## config.mk

```make
export PLATFORM = sky130hd
export DESIGN_NAME = alu_sequencer
export DESIGN_NICKNAME = d
export VERILOG_FILES = /design/src/rtl/alu_pkg.sv /design/src/rtl/alu_seq_fifo.sv /design/src/rtl/alu_sequencer.sv
export SDC_FILE = /design/constraint.sdc
export NUM_CORES = 1
export LEC_CHECK = 0
export BUFFER_PORTS_ARGS = -buffer_cell sky130_fd_sc_hd__buf_2
export CELL_PAD_IN_SITES_DETAIL_PLACEMENT = 1
export CELL_PAD_IN_SITES_GLOBAL_PLACEMENT = 2
export CORE_UTILIZATION = 42
export CTS_CLUSTER_DIAMETER = 30
export DETAILED_ROUTE_END_ITERATION = 12
export GPL_TIMING_DRIVEN = 0
export PLACE_DENSITY_LB_ADDON = 0.1
export SLEW_MARGIN = 20
export SYNTH_ARGS = -nofsm -noshare
export SYNTH_HDL_FRONTEND = slang
export SYNTH_SLANG_ARGS = --single-unit
```

## constraint.sdc

```tcl
create_clock -name clk -period 5.6 [get_ports clk]
set_clock_uncertainty 0.15 [all_clocks]
set_input_delay 0.28 -clock clk [delete_from_list [all_inputs] [get_ports clk]]
set_output_delay 0.28 -clock clk [all_outputs]
set_load 0.005 [all_outputs]
```

## src/rtl/alu_pkg.sv

```systemverilog
// Shared types for the ALU issue sequencer: opcodes, destination kinds, FSM states, queued-op record.
package alu_pkg;

  typedef enum logic [3:0] {
    OP_ADD, OP_SUB, OP_AND, OP_OR, OP_XOR, OP_SLL, OP_SRL, OP_SRA, OP_SLT, OP_SLTU
  } ALU_OP_CODE;

  typedef enum logic [1:0] {DEST_REG, DEST_MEM, DEST_PC} dest_kind_e;

  typedef enum logic [1:0] {IDLE, ISSUE, WAIT_DONE} alu_seq_state_e;

  typedef struct packed {
    ALU_OP_CODE  op;
    logic [31:0] a;
    logic [31:0] b;
    dest_kind_e  dest;
    logic [4:0]  reg_addr;
    logic [31:0] mem_addr;
  } alu_issue_t;

endpackage

```

## src/rtl/alu_seq_fifo.sv

```systemverilog
// Small power-of-2 FIFO of decoded ops; clear drops every entry and any same-cycle push.
module alu_seq_fifo
  import alu_pkg::*;
#(
  parameter int DEPTH = 4
) (
  input  logic                   clk,
  input  logic                   reset,
  input  logic                   push,
  input  logic                   pop,
  input  logic                   clear,
  input  alu_issue_t             wdata,
  output alu_issue_t             head,
  output logic                   full,
  output logic                   empty,
  output logic [$clog2(DEPTH):0] count
);
  localparam int AW = $clog2(DEPTH);

  alu_issue_t     mem [DEPTH];
  logic [AW-1:0]  wr_ptr, rd_ptr;
  logic           do_push, do_pop;

  assign full    = (count == (AW+1)'(DEPTH));
  assign empty   = (count == '0);
  assign do_push = push && !full;
  assign do_pop  = pop && !empty;
  assign head    = mem[rd_ptr];

  always_ff @(posedge clk) begin
    if (do_push) mem[wr_ptr] <= wdata;
  end

  always_ff @(posedge clk) begin
    if (reset || clear) begin
      wr_ptr <= '0;
      rd_ptr <= '0;
      count  <= '0;
    end else begin
      if (do_push) wr_ptr <= wr_ptr + 1'b1;
      if (do_pop)  rd_ptr <= rd_ptr + 1'b1;
      count <= count + (AW+1)'(do_push) - (AW+1)'(do_pop);
    end
  end

endmodule

```

## src/rtl/alu_sequencer.sv

```systemverilog
// Issue controller between decode and the ALU: one op in flight, flush on taken jump, done timeout.
// Optional ALU_SEQ_PERF_EN adds issued-op and stall-cycle counters.
module alu_sequencer
  import alu_pkg::*;
#(
  parameter int DEPTH          = 4,
  parameter int TIMEOUT_CYCLES = 64
) (
  input  logic        clk,
  input  logic        reset,
  input  logic        issue_valid,
  output logic        issue_ready,
  input  ALU_OP_CODE  issue_op_code,
  input  logic [31:0] issue_A,
  input  logic [31:0] issue_B,
  input  dest_kind_e  issue_dest,
  input  logic [4:0]  issue_reg_addr,
  input  logic [31:0] issue_mem_addr,
  output ALU_OP_CODE  alu_op_code,
  output logic [31:0] alu_input_A,
  output logic [31:0] alu_input_B,
  output logic        alu_reg_out,
  output logic [4:0]  alu_reg_addr,
  output logic        alu_mem_out,
  output logic [31:0] alu_mem_addr,
  output logic        alu_pc_jump,
  output logic        alu_inputs_valid,
  input  logic        alu_done,
  output logic        flush,
  output logic        timeout_err,
  output logic        busy
`ifdef ALU_SEQ_PERF_EN
  ,
  output logic [31:0] perf_issued,
  output logic [31:0] perf_stall
`endif
);
  localparam int CW = $clog2(TIMEOUT_CYCLES) + 1;

  alu_seq_state_e         state;
  alu_issue_t             wdata, head, cur, drv;
  logic [CW-1:0]          cnt;
  logic                   full, empty, in_wait;
  logic [$clog2(DEPTH):0] count;

  always_comb begin
    wdata          = '0;
    wdata.op       = issue_op_code;
    wdata.a        = issue_A;
    wdata.b        = issue_B;
    wdata.dest     = issue_dest;
    wdata.reg_addr = issue_reg_addr;
    wdata.mem_addr = issue_mem_addr;
  end

  alu_seq_fifo #(.DEPTH(DEPTH)) u_fifo (
    .clk   (clk),
    .reset (reset),
    .push  (issue_valid && issue_ready),
    .pop   (state == ISSUE),
    .clear (flush),
    .wdata (wdata),
    .head  (head),
    .full  (full),
    .empty (empty),
    .count (count)
  );

  assign issue_ready = !full;
  assign busy        = (state != IDLE) || (count != '0);
  assign in_wait     = (state == WAIT_DONE);
  assign flush       = in_wait && alu_done && (cur.dest == DEST_PC);
  assign timeout_err = in_wait && !alu_done && (cnt == CW'(TIMEOUT_CYCLES - 1));

  // Ending an op (done or timeout) goes straight to ISSUE when work is queued.
  always_ff @(posedge clk) begin
    if (reset) begin
      state <= IDLE;
      cnt   <= '0;
      cur   <= '0;
    end else begin
      case (state)
        IDLE:      if (!empty) state <= ISSUE;
        ISSUE: begin
          cur   <= head;
          cnt   <= '0;
          state <= WAIT_DONE;
        end
        WAIT_DONE: begin
          cnt <= cnt + 1'b1;
          if (alu_done)         state <= (flush || empty) ? IDLE : ISSUE;
          else if (timeout_err) state <= empty ? IDLE : ISSUE;
        end
        default:   state <= IDLE;
      endcase
    end
  end

  // Head is live during ISSUE; the latched copy holds the fields stable while waiting.
  always_comb begin
    drv              = '0;
    alu_inputs_valid = 1'b0;
    if (state == ISSUE) begin
      drv              = head;
      alu_inputs_valid = 1'b1;
    end else if (in_wait) begin
      drv = cur;
    end
  end

  assign alu_op_code  = drv.op;
  assign alu_input_A  = drv.a;
  assign alu_input_B  = drv.b;
  assign alu_reg_out  = (state != IDLE) && (drv.dest == DEST_REG);
  assign alu_mem_out  = (state != IDLE) && (drv.dest == DEST_MEM);
  assign alu_pc_jump  = (state != IDLE) && (drv.dest == DEST_PC);
  assign alu_reg_addr = alu_reg_out ? drv.reg_addr : '0;
  assign alu_mem_addr = alu_mem_out ? drv.mem_addr : '0;

`ifdef ALU_SEQ_PERF_EN
  always_ff @(posedge clk) begin
    if (reset) begin
      perf_issued <= '0;
      perf_stall  <= '0;
    end else begin
      if (state == ISSUE)             perf_issued <= perf_issued + 32'd1;
      if (issue_valid && !issue_ready) perf_stall <= perf_stall + 32'd1;
    end
  end
`endif

endmodule

```

==> results.md <==
* Run status: finished, final reports clean
* Worst Hold Class: in -> reg
* DP Wirelength at 33.8 mm
* CP cell instances: inv_1, ha_1, clkbuf_1, nand2b_1, clkbuf_1, clkbuf_1, o22ai_1, a21oi_1, nor2_1, buf_2
* Place WS at 2.34 ns
* Clock root buffer: clkbuf_16
* Slowest CP cell: clkbuf_1
* Power Dens Cells at 542 nW/um^2
* Nets at 2009
* Cell mode on critical path: clkbuf_1
* Worst-path clk slew at 0.05 ns
* Synth top cells by count: 428 x edfxtp_1, 278 x nand2_1, 149 x a21oi_1
* Final Total Pwr at 15.5 mW
* Synth-to-Final Area Change at 36.1%
* Post-Syn Instances at 1413
* DRT Pass-1 Iters at 5
* Ys async rst share at 0%
* Total Die Area at 50900 um^2
* Post-Place Cell Area at 23200 um^2
* Hold Crit Depth at 2
* Largest net degree at the start of global routing at 41
* Cell with the most instances after synthesis: edfxtp_1
* Post-route minimum period at 3.96 ns
* R2R Setup Slk at 2.61 ns
* Syn_area_per_cell at 14.9 um^2
* WL per Instance at 21.3 um
* Synth warnings at 0
* CTS max path bufs at 3
* Number of global-route vias before repair at 14748
* FMAX at 252 MHz
* Vias per inst at 5.07
* Leading register cell type out of synthesis: edfxtp_1
* Hold Crit Start: issue_B[26]
* # resized after CTS at 0
* Unrepaired setup endpoints after global routing: false
* Synth area leader: edfxtp_1
* Top cells by area, synth: edfxtp_1 61%, dfxtp_1 12%, mux4_2 7.5%, nand2_1 5.0%, mux2i_1 3.7%
* Max stage delay on crit path at 0.61 ns
* Maximum vdd ir drop at 0.366 mV
* DRT Wirelength at 56.7 mm
* # port buffers at 223
* Final TNS setup at 0 ns
* Cell variety after synth at 40
* Worst Slack Setup Final at 1.64 ns
* Crit-path max FO at 10
* Worst-margin pin slew at 1.05 ns
* Initial antenna violation count at 1
* Arr. time, crit path at 3.53 ns
* CORE AREA at 49200 um^2
* Worst slew margin at 30.2%
* Global-route wire length before repair at 85.7 mm
* Syn nets at 1536
* DR vias at 13465
* Residual DRC at 0
* Startpoint types: flip-flop
* Final Wtd Congestion at 0.729
* DIE WIDTH at 226 um
* Cell area after synthesis at 21000 um^2
* Crit Path Class: reg -> out
* Chip height at 226 um
* R2R cell count at 8
* Fin crit share at 70.7%
* Fillers at 4708
* Register area share after synthesis at 73.1%
* #FFs+latches synth at 553
* Non-filler cells, final at 2657
* Placed cells at 2308
* Number of I/O pins at 224
* Worst-Skew Late Latency at 0.68 ns
* ANT nets after route at 0
* # Max-Cap Violations at 0
* Grt ovf at 0
* Share of layout cells above drive strength 1 at 26.6%
* Starting Density at 42.7%
* Critical register-to-register path endpoint: cur[82]
* Fin. max-slew vios at 0
* Row cnt at 81
* Top cell type's share of synthesized area at 61.2%
* WP data required at 5.17 ns
* Final hold violation count at 0
* Worst setup EP type: output pin
* CTS tree: yes
* Ant diodes at 0
* Worst hold endpoint: u_fifo.mem[2][65]
* Drt initial violations at 650
* GRT Total Usage at 22.9%
* RR Startpoint: state[1]
* Cell area after layout at 28600 um^2
* Final setup fails at 0
* Clock tree sinks at 553
* Leakage at 10.5 nW
* CTS buffer count at 130
* H-tree levels at 4
* Post-synth EDFFs at 428
==> layout by cell type (no fill, tap or decap), types with 14 or more instances in the layout <==
master	n
mux4_2	70
dlygate4sd3_1	110
o22ai_1	37
dfxtp_1	125
bufinv_16	14
clkinv_2	17
buf_2	234
clkinv_1	14
a21oi_1	149
nor2_1	91
edfxtp_1	428
clkbuf_16	133
nand2_1	278
clkbuf_1	78
mux2i_1	77
==> stage by stage <==
step	hold WS, ns	util, %
after CTS	0.154	58.2
after global placement	0.301	46.7
final	0.203	58.2
after detailed placement	0.310	47.2
after floorplan	0.229	-
after global routing	0.181	58.2
==> flip-flops by register name, summed over array words and instances (netlist names), named ones only <==
name and cells:
u_fifo.wr_ptr 2, cur 107, cnt 7, state 2, u_fifo.count 3, u_fifo.rd_ptr 2
u_fifo.mem 428
==> per-layer routing <==
layer	vias to the layer above	global-route usage [%]	routed length, um
met2	300	38.2	28200
met4	2	9.02	1220
met1	6817	28.8	24700
met3	102	5.40	2560
met5	-	0	14
li1	6244	-	-
==> where the power goes <==
group | switching, mW | leakage, nW | internal (mW) | total (mW)
sequential | 0.195 | 4.94 | 5.06 | 5.25
clock | 2.30 | 2.09 | 5.05 | 7.35
combinational | 1.80 | 3.52 | 1.09 | 2.89
==> cell type report <==
class	count	area (um^2)	share of cell area [%]
flip-flops and latches	553	15400	53.7
multi-input cells	765	5230	18.3
well taps	664	831	2.90
clock buffers	168	3520	12.3
clock inverters	71	803	2.81
inverters	15	56.3	0.197
repair buffers	341	2430	8.49
plain buffers	80	382	1.33
==> repair_timing <==
action | 4_1_cts | 5_1_grt
hold buffers | 110 | 0
endpoints found under the hold margin | 436 | 0
endpoints found under the setup margin | 0 | 0
buffers inserted | 0 | 0
==> cells by family (layout without fill, tap and decap cells) <==
group	Yosys count	count (layout)	synth area share, %
and+or+nand+nor	401	401	7.60
muxes	147	147	11.2
buffers and inverters	95	675	2.08
DFF	553	553	73.1
AOI/OAI and AO/OA	197	197	4.98
xor gates and xnor gates	8	8	0.333
adders and majority gates	12	12	0.750
==> worst max-delay path: cells and delay by family, from the launching register on <==
| kind | cells | cell delay (ns) |
|---|---|---|
| AND/OR/NAND/NOR | 2 | 0.22 |
| flip-flops | 1 | 0.37 |
| buffers and inverters | 5 | 1.53 |
| adder cells (fa/ha/maj) | 1 | 0.20 |
| AO/OA/AOI/OAI | 2 | 0.53 |
==> how the worst max path moves through the flow <==
stage / from / end / slack, ns
floorplan: u_fifo.count[1] / u_fifo.mem[0][0] / 1.64
global placement: u_fifo.count[1] / u_fifo.mem[3][7] / -0.95
detailed placement: state[1] / alu_mem_addr[21] / 2.34
CTS: state[1] / alu_mem_addr[21] / 1.58
global route: state[1] / alu_mem_addr[21] / 1.43
finish: state[1] / alu_mem_addr[21] / 1.64
Power figures use the tool's default switching activity.
